`config.mk`:
```
export PLATFORM = sky130hd
export DESIGN_NAME = vga_sync_decoder
export DESIGN_NICKNAME = d
export VERILOG_FILES = /design/src/rtl/vga_timing_pkg.sv /design/src/rtl/vga_period_meter.sv /design/src/rtl/vga_sync_decoder.sv
export SDC_FILE = /design/constraint.sdc
export NUM_CORES = 1
export LEC_CHECK = 0
export ABC_AREA = 1
export BUFFER_PORTS_ARGS = -buffer_cell sky130_fd_sc_hd__buf_2
export CELL_PAD_IN_SITES_DETAIL_PLACEMENT = 0
export CELL_PAD_IN_SITES_GLOBAL_PLACEMENT = 1
export CORE_MARGIN = 2
export CORE_UTILIZATION = 43
export CTS_CLUSTER_DIAMETER = 200
export CTS_CLUSTER_SIZE = 8
export DETAILED_ROUTE_END_ITERATION = 12
export HOLD_SLACK_MARGIN = 0.08
export PLACE_DENSITY = 0.78
export SLEW_MARGIN = 30
export SYNTH_ARGS = -nofsm -noshare
export SYNTH_HDL_FRONTEND = slang
export SYNTH_SLANG_ARGS = --single-unit
```
`constraint.sdc`:
```
create_clock -name dclk -period 4.1 [get_ports dclk]
set_input_delay 0.82 -clock dclk [delete_from_list [all_inputs] [get_ports dclk]]
set_output_delay 0.82 -clock dclk [all_outputs]
set_load 0.02 [all_outputs]
```
`src/rtl/vga_timing_pkg.sv`:
```
// vga_timing_pkg
//   Shared 640x480 timing constants, coordinate/RGB widths, the decoder
//   state encoding and a small window-compare helper used by the VGA
//   receive-side decoder (vga_sync_decoder) and its period meter.
package vga_timing_pkg;

  // 640x480 @ 25 MHz timing
  localparam int VGA_H_TOTAL  = 800;
  localparam int VGA_V_TOTAL  = 521;
  localparam int VGA_H_BP     = 144;  // hsync fall -> first active pixel
  localparam int VGA_V_BP     = 31;   // vsync fall -> first active line
  localparam int VGA_H_ACTIVE = 640;
  localparam int VGA_V_ACTIVE = 480;

  // datapath widths
  localparam int X_W    = 10;
  localparam int Y_W    = 10;
  localparam int RGB_W  = 9;
  localparam int HCNT_W = 11;
  localparam int VCNT_W = 10;
  localparam int GOOD_W = 4;   // good-frame counter, holds LOCK_FRAMES up to 15

  typedef enum logic [1:0] {
    SEARCH  = 2'd0,
    MEASURE = 2'd1,
    LOCKED  = 2'd2
  } dec_state_e;

  // lo <= v < lo+n
  function automatic logic in_win(input logic [11:0] v,
                                  input logic [11:0] lo,
                                  input logic [11:0] n);
    return (v >= lo) && (v < lo + n);
  endfunction

endpackage

```
`src/rtl/vga_period_meter.sv`:
```
// vga_period_meter
//   Falling-edge detector plus saturating period counter for one sync
//   signal. The counter advances on 'step' and restarts at the first step
//   that coincides with, or follows, a detected falling edge of 'sync'.
//   The period ending at a restart (count+1) is loaded into 'meas' once the
//   meter has seen one previous restart since it was last flushed.
//   Ports:
//     dclk, clr    pixel clock, async active-high reset
//     sync         stage-1 registered sync level (active-low)
//     step         count enable (1 for pixel counting, line tick for lines)
//     flush        disarm: the next restart is not measured
//     fall         falling edge of sync detected this cycle
//     cnt          count for the current cycle (0 on a restart cycle)
//     meas_ld      a measured period is being loaded this cycle
//     period       period ending this cycle, valid with meas_ld
//     meas         last measured period
module vga_period_meter #(
  parameter int W = 11
) (
  input  logic         dclk,
  input  logic         clr,
  input  logic         sync,
  input  logic         step,
  input  logic         flush,
  output logic         fall,
  output logic [W-1:0] cnt,
  output logic         meas_ld,
  output logic [W-1:0] period,
  output logic [W-1:0] meas
);

  localparam logic [W-1:0] CMAX = '1;

  logic         sync_d;
  logic         pend_q;   // edge seen, waiting for the next step
  logic         armed_q;  // a restart has occurred since flush
  logic         restart;
  logic [W-1:0] cnt_q;

  assign fall    = sync_d & ~sync;
  assign restart = step & (pend_q | fall);
  assign meas_ld = restart & armed_q;
  assign period  = (cnt_q == CMAX) ? CMAX : cnt_q + 1'b1;

  always_comb begin
    cnt = cnt_q;
    if (restart)                   cnt = '0;
    else if (step && cnt_q != CMAX) cnt = cnt_q + 1'b1;
  end

  always_ff @(posedge dclk or posedge clr) begin
    if (clr) begin
      sync_d  <= 1'b0;
      pend_q  <= 1'b0;
      armed_q <= 1'b0;
      cnt_q   <= '0;
      meas    <= '0;
    end else begin
      sync_d <= sync;
      cnt_q  <= cnt;
      pend_q <= step ? 1'b0 : (pend_q | fall);
      if (flush)        armed_q <= 1'b0;
      else if (restart) armed_q <= 1'b1;
      if (meas_ld) meas <= period;
    end
  end

endmodule

```
`src/rtl/vga_sync_decoder.sv`:
```
// vga_sync_decoder
//   Receive-side VGA timing decoder. Registers hsync/vsync/RGB once,
//   recovers pixel coordinates, measures line/frame periods, and locks after
//   LOCK_FRAMES consecutive conforming frames. Output stage is registered:
//   RGB at the pins in cycle t appears on pix_rgb in t+2 with its pix_x/y.
//   Build option: define FRAME_CHECKSUM_EN to add frame_sum/frame_sum_vld,
//   a 16-bit wrap-around sum of pix_rgb over each locked frame.
//   Ports:
//     dclk, clr             pixel clock, async active-high reset
//     hsync, vsync          active-low syncs
//     red, green, blue      3-bit colour inputs
//     pix_x, pix_y, pix_rgb active-area coordinates and aligned colour
//     pix_valid, sof, eol   qualifiers / frame and line markers
//     locked, err           lock status, one-cycle violation pulse
//     h_meas, v_meas        last measured line period / frame line count
module vga_sync_decoder
  import vga_timing_pkg::*;
#(
  parameter int H_TOTAL     = VGA_H_TOTAL,
  parameter int V_TOTAL     = VGA_V_TOTAL,
  parameter int H_BP        = VGA_H_BP,
  parameter int V_BP        = VGA_V_BP,
  parameter int H_ACTIVE    = VGA_H_ACTIVE,
  parameter int V_ACTIVE    = VGA_V_ACTIVE,
  parameter int LOCK_FRAMES = 2
) (
  input  logic              dclk,
  input  logic              clr,
  input  logic              hsync,
  input  logic              vsync,
  input  logic [2:0]        red,
  input  logic [2:0]        green,
  input  logic [2:0]        blue,
  output logic [X_W-1:0]    pix_x,
  output logic [Y_W-1:0]    pix_y,
  output logic [RGB_W-1:0]  pix_rgb,
  output logic              pix_valid,
  output logic              sof,
  output logic              eol,
  output logic              locked,
  output logic              err,
  output logic [HCNT_W-1:0] h_meas,
  output logic [VCNT_W-1:0] v_meas
`ifdef FRAME_CHECKSUM_EN
  ,
  output logic [15:0]       frame_sum,
  output logic              frame_sum_vld
`endif
);

  // ---------------- input stage ----------------
  logic             hs_s1, vs_s1;
  logic [RGB_W-1:0] rgb_s1;

  always_ff @(posedge dclk or posedge clr) begin
    if (clr) begin
      hs_s1  <= 1'b0;
      vs_s1  <= 1'b0;
      rgb_s1 <= '0;
    end else begin
      hs_s1  <= hsync;
      vs_s1  <= vsync;
      rgb_s1 <= {red, green, blue};
    end
  end

  // ---------------- period meters ----------------
  dec_state_e        st_q, st_n;
  logic              flush;
  logic              h_fall, v_fall, h_ld, v_ld;
  logic [HCNT_W-1:0] h_cnt, h_period;
  logic [VCNT_W-1:0] v_cnt, v_period;

  // Measurements stay disarmed while searching; the vsync fall that leaves
  // SEARCH is allowed to arm both meters so the first frame can count.
  assign flush = (st_q == SEARCH) & ~v_fall;

  vga_period_meter #(.W(HCNT_W)) u_hmeter (
    .dclk    (dclk),
    .clr     (clr),
    .sync    (hs_s1),
    .step    (1'b1),
    .flush   (flush),
    .fall    (h_fall),
    .cnt     (h_cnt),
    .meas_ld (h_ld),
    .period  (h_period),
    .meas    (h_meas)
  );

  // Line counter: steps on each hsync fall, restarts on the first hsync fall
  // at or after a vsync fall.
  vga_period_meter #(.W(VCNT_W)) u_vmeter (
    .dclk    (dclk),
    .clr     (clr),
    .sync    (vs_s1),
    .step    (h_fall),
    .flush   (flush),
    .fall    (v_fall),
    .cnt     (v_cnt),
    .meas_ld (v_ld),
    .period  (v_period),
    .meas    (v_meas)
  );

  // ---------------- lock FSM ----------------
  logic              h_bad, v_bad, tout;
  logic              bad_q, bad_n;     // current frame already saw a bad line
  logic [GOOD_W-1:0] good_q, good_n, good_inc;
  logic              err_n;

  assign h_bad    = h_ld & (h_period != HCNT_W'(H_TOTAL));
  assign v_bad    = v_ld & (v_period != VCNT_W'(V_TOTAL));
  assign tout     = (h_cnt == HCNT_W'(2 * H_TOTAL));
  assign good_inc = good_q + 1'b1;

  always_comb begin
    st_n   = st_q;
    good_n = good_q;
    bad_n  = bad_q;
    err_n  = 1'b0;
    case (st_q)
      SEARCH: begin
        if (v_fall) begin
          st_n   = MEASURE;
          good_n = '0;
          bad_n  = 1'b0;
        end
      end
      MEASURE: begin
        if (h_bad) begin
          good_n = '0;
          bad_n  = 1'b1;
        end
        if (v_ld) begin
          bad_n = 1'b0;
          if (v_bad || h_bad || bad_q) good_n = '0;
          else begin
            good_n = good_inc;
            if (good_inc == GOOD_W'(LOCK_FRAMES)) st_n = LOCKED;
          end
        end
      end
      LOCKED: begin
        if (v_ld) bad_n = 1'b0;
        if (h_bad || v_bad) begin
          err_n  = 1'b1;
          st_n   = MEASURE;
          good_n = '0;
          // a bad line mid-frame spoils the rest of that frame
          if (h_bad && !v_ld) bad_n = 1'b1;
        end
      end
      default: st_n = SEARCH;
    endcase
    // lost hsync overrides everything
    if (tout) begin
      st_n   = SEARCH;
      good_n = '0;
      bad_n  = 1'b0;
      err_n  = (st_q != SEARCH);
    end
  end

  always_ff @(posedge dclk or posedge clr) begin
    if (clr) begin
      st_q   <= SEARCH;
      good_q <= '0;
      bad_q  <= 1'b0;
    end else begin
      st_q   <= st_n;
      good_q <= good_n;
      bad_q  <= bad_n;
    end
  end

  assign locked = (st_q == LOCKED);

  // ---------------- active area / output stage ----------------
  logic              act, pv_n, sof_n, eol_n;
  logic [HCNT_W-1:0] hx;
  logic [VCNT_W-1:0] vy;
  logic [X_W-1:0]    x_n;
  logic [Y_W-1:0]    y_n;

  assign act   = in_win({1'b0, h_cnt}, 12'(H_BP), 12'(H_ACTIVE)) &
                 in_win({2'b0, v_cnt}, 12'(V_BP), 12'(V_ACTIVE));
  assign hx    = h_cnt - HCNT_W'(H_BP);
  assign vy    = v_cnt - VCNT_W'(V_BP);
  assign x_n   = act ? hx[X_W-1:0] : '0;
  assign y_n   = act ? vy[Y_W-1:0] : '0;
  assign pv_n  = act & (st_q == LOCKED);
  assign sof_n = pv_n & (x_n == '0) & (y_n == '0);
  assign eol_n = pv_n & (x_n == X_W'(H_ACTIVE - 1));

  always_ff @(posedge dclk or posedge clr) begin
    if (clr) begin
      pix_x     <= '0;
      pix_y     <= '0;
      pix_rgb   <= '0;
      pix_valid <= 1'b0;
      sof       <= 1'b0;
      eol       <= 1'b0;
      err       <= 1'b0;
    end else begin
      pix_x     <= x_n;
      pix_y     <= y_n;
      pix_rgb   <= rgb_s1;
      pix_valid <= pv_n;
      sof       <= sof_n;
      eol       <= eol_n;
      err       <= err_n;
    end
  end

`ifdef FRAME_CHECKSUM_EN
  // Accumulates on the pre-register view so frame_sum_vld lines up with the
  // eol of the last active row on the outputs.
  logic [15:0] acc_q, acc_add;

  assign acc_add = acc_q + {7'd0, rgb_s1};

  always_ff @(posedge dclk or posedge clr) begin
    if (clr) begin
      acc_q         <= '0;
      frame_sum     <= '0;
      frame_sum_vld <= 1'b0;
    end else begin
      frame_sum_vld <= 1'b0;
      if (st_q != LOCKED) acc_q <= '0;
      else if (sof_n)     acc_q <= {7'd0, rgb_s1};
      else if (pv_n)      acc_q <= acc_add;
      if (eol_n && y_n == Y_W'(V_ACTIVE - 1)) begin
        frame_sum     <= acc_add;
        frame_sum_vld <= 1'b1;
      end
    end
  end
`endif

endmodule
```
==> out/metrics.yaml <==
status: "finished, final reports clean"
post-dp-hpwl_um: 8345
number_of_synthesized_flops_with_an_enable_pin: 0
grt_max_degree: 90
critical-path-slowest-cell: "sky130_fd_sc_hd__dfrtp_1"
setup_ws_ns: 0.9819
synthToLayoutAreaGrowth_pct: 15.65
endpoint: "sof$_DFF_PP0_"
pwr_per_cell_area_nw_per_um2: 505.5
cts.reportedPaths.clkPinSlew_ns: 0.07
worstSetupPathDepth: 17
die_area_sq_um: 12320
netlist-cell-type-count: 38
tritoncts: "built"
synthesis.nets: 618
synth.area.top_cells: "sky130_fd_sc_hd__dfrtp_1 (50%), sky130_fd_sc_hd__nand2_1 (14%), sky130_fd_sc_hd__inv_1 (6.6%)"
crit_path_max_fanout: 16
critical_path_required_ns: 4.35
timing.critical_path.cells: "ha_1 -> nand2_2 -> nor2_4 -> nand3_4 -> nand2_4 -> nand2_1 -> a21oi_2 -> ha_1 -> nand3_4 -> nand3_2 -> nand2_4 -> inv_2 -> nand2_2 -> a21oi_2 -> nor2_1 -> nand2_1 -> nor2_1"
synth_top_area_share_pct: 49.81
grt_usage_pct: 19.09
die_width_um: 111.0
crit_arrival_ns: 3.36
place.port_buffers: 67
fin_nets: 692
ff_latch_area_sq_um: 2452
routed-via-count: 3880
critical_path.startpoint: "u_vmeter.cnt_q[0]$_DFF_PP0_"
routedWlPerCell_um: 13.53
synth_flop_cell: "sky130_fd_sc_hd__dfrtp_1"
cts_buffers: 9
relSlewSlack_pct: 47.47
setup_viol_count_final: 0
worstMarginPinSlew_ns: 0.7879
fp.dieH_um: 111.0
wire_length_of_the_first_global_routing_pass_um: 18950
clk_root_buffer_cell: "sky130_fd_sc_hd__clkbuf_16"
timing.hold.ws_ns: 0.3481
placement.setup.worst_slack_ns: 1.026
synth_sequential_area_ratio_pct: 49.81
number_of_placement_rows: 39
post-synth-top-count-cell: "sky130_fd_sc_hd__nand2_1"
design.portCount: 68
first_global_vias: 3936
critical_path.max_stage_delay_ns: 0.50
max_cap_violations: 0
max_freq_mhz: 320.7
cts.hold.buffers_added: 0
timing.clock.skew_ns: 0.006888
critPathCaptureType: "flip-flop"
nFillCells: 1109
clockBufferDepth: 2
detailedRoute.firstPassIterationCount: 5
detail-route-antenna-nets: 0
min_path_type: "reg2reg"
power.leakage_nw: 3.245
regToRegSetupSlack_ns: 0.98
ir_drop_v: 0.0002989
drt_drc_violations_left: 0
grt-ovfl-total: 0
insertion_delay_ns: 0.35
timing.rr.start: "u_vmeter.cnt_q[0]$_DFF_PP0_"
core-area_sq_um: 11270
post_cts_buffers: 0
post-route-util_pct: 50.52
timing.critical_path.buf_inv: 1
critPathTopFamily: "simple AND/OR/NAND/NOR gates"
criticalPathCategory: "reg2reg"
grt_antenna_before_repair: 0
place_congestion: 0.8572
grt_setup_unrepaired: "false"
cts.sinks: 98
reg2reg_depth: 17
post-route-min-period_ns: 3.118
post_cts_resize_count: 0
ys_ff_latch: 98
setup.worst_path.start_class: "flip-flop"
multiInputGateArea_sq_um: 2057
drive_gt1_share_pct: 20.27
syn-mean-instance-area_sq_um: 8.317
maxSlewViolCount: 0
synth-async-reset-ratio_pct: 100.0
drt_iter0_markers: 205
synthTopCellsByCount: "sky130_fd_sc_hd__nand2_1 (178), sky130_fd_sc_hd__dfrtp_1 (98), sky130_fd_sc_hd__inv_1 (87), sky130_fd_sc_hd__nor2_1 (55), sky130_fd_sc_hd__nand3_1 (38)"
detail_route.vias_per_cell: 4.767
initial_core_util_pct: 43.68
overall_routed_net_length_um: 11020
cts.htree.levels: 3
yosys.area.top_type: "sky130_fd_sc_hd__dfrtp_1"
synth_warnings: 0
r2r-end: "sof$_DFF_PP0_"
timing.setup.tns_ns: 0
hold_violations: 0
netlist_area_sq_um: 4923
antennaDiodeCount: 0
timing.final.crit_share_pct: 76.05
worst_hold_path.num_cells: 0
netlist_instances: 592
[how the worst min path moves through the flow]
stage / from / end / slack [ns]
after global routing: rgb_s1[1]$_DFF_PP0_ / pix_rgb[1]$_DFF_PP0_ / 0.35
after floorplan: rgb_s1[0]$_DFF_PP0_ / pix_rgb[0]$_DFF_PP0_ / 0.33
after detailed placement: rgb_s1[1]$_DFF_PP0_ / pix_rgb[1]$_DFF_PP0_ / 0.34
after CTS: rgb_s1[1]$_DFF_PP0_ / pix_rgb[1]$_DFF_PP0_ / 0.35
final: rgb_s1[6]$_DFF_PP0_ / pix_rgb[6]$_DFF_PP0_ / 0.35
after global placement: rgb_s1[2]$_DFF_PP0_ / pix_rgb[2]$_DFF_PP0_ / 0.33
[area by class of cell]
class	count	area share (%)
well taps	143	3.142
repair buffers	70	6.284
clock buffers	11	4.263
clock inverters	5	0.6372
inverters	97	6.482
flip-flops and latches	98	43.07
multi-input cells	390	36.12
[stage by stage]
stage	instance area [sq um]	power, mW	cells
finish	5694	2.878	814
global route	5694	3.072	814
CTS	5694	2.913	814
detailed placement	5415	2.099	798
global placement	5413	2.094	798
floorplan	4923	1.850	592
[where the power goes]
group          internal (mW)  switching, mW
registers               1.10         0.0935
clock network          0.433          0.370
logic                  0.287          0.593
total                   1.82           1.06
[flip-flops by register name, indices dropped and copies added (netlist names), 2 cells and up]
| signal | cells |
|---|---|
| good_q | 4 |
| pix_rgb | 9 |
| pix_x | 10 |
| pix_y | 10 |
| rgb_s1 | 9 |
| st_q | 2 |
| u_hmeter.cnt_q | 11 |
| u_hmeter.meas | 11 |
| u_vmeter.cnt_q | 10 |
| u_vmeter.meas | 10 |
[cells by family (layout without fill, tap and decap cells)]
logic type      count (synthesis)  count (layout)  synth area share, %
compound gates                 39              39                5.007
flops                          98              98                49.81
simple gates                  328             328                31.69
fa+ha+maj                      13              13                3.304
buf+inv                       104             183                8.412
xor+xnor                       10              10                1.779
[metal layers]
metal / track usage, % / wire length, um / up-vias / part of all wire [%]
met5: 0 / 0 / - / 0
met4: 7.750 / 199 / 0 / 1.8
met3: 3.773 / 388 / 13 / 3.5
met2: 31.98 / 5429 / 63 / 49
met1: 24.34 / 4998 / 1815 / 45
li1: - / - / 1989 / -
[cell usage in the layout, fill, tap and decap left out, drive strengths merged]
cell / n
nand4: 11
nor2: 66
ha: 13
a211oi: 1
a2bb2oi: 6
xnor2: 3
o21ai: 18
a21oi: 10
and3: 2
nand2: 192
a22oi: 1
xor2: 7
o41ai: 1
dfrtp: 98
nand3b: 2
clkbuf: 11
o21bai: 2
nor3: 3
nor4: 2
clkinv: 4
inv: 98
buf: 70
nand3: 50
(Power assumes the default switching activity.)
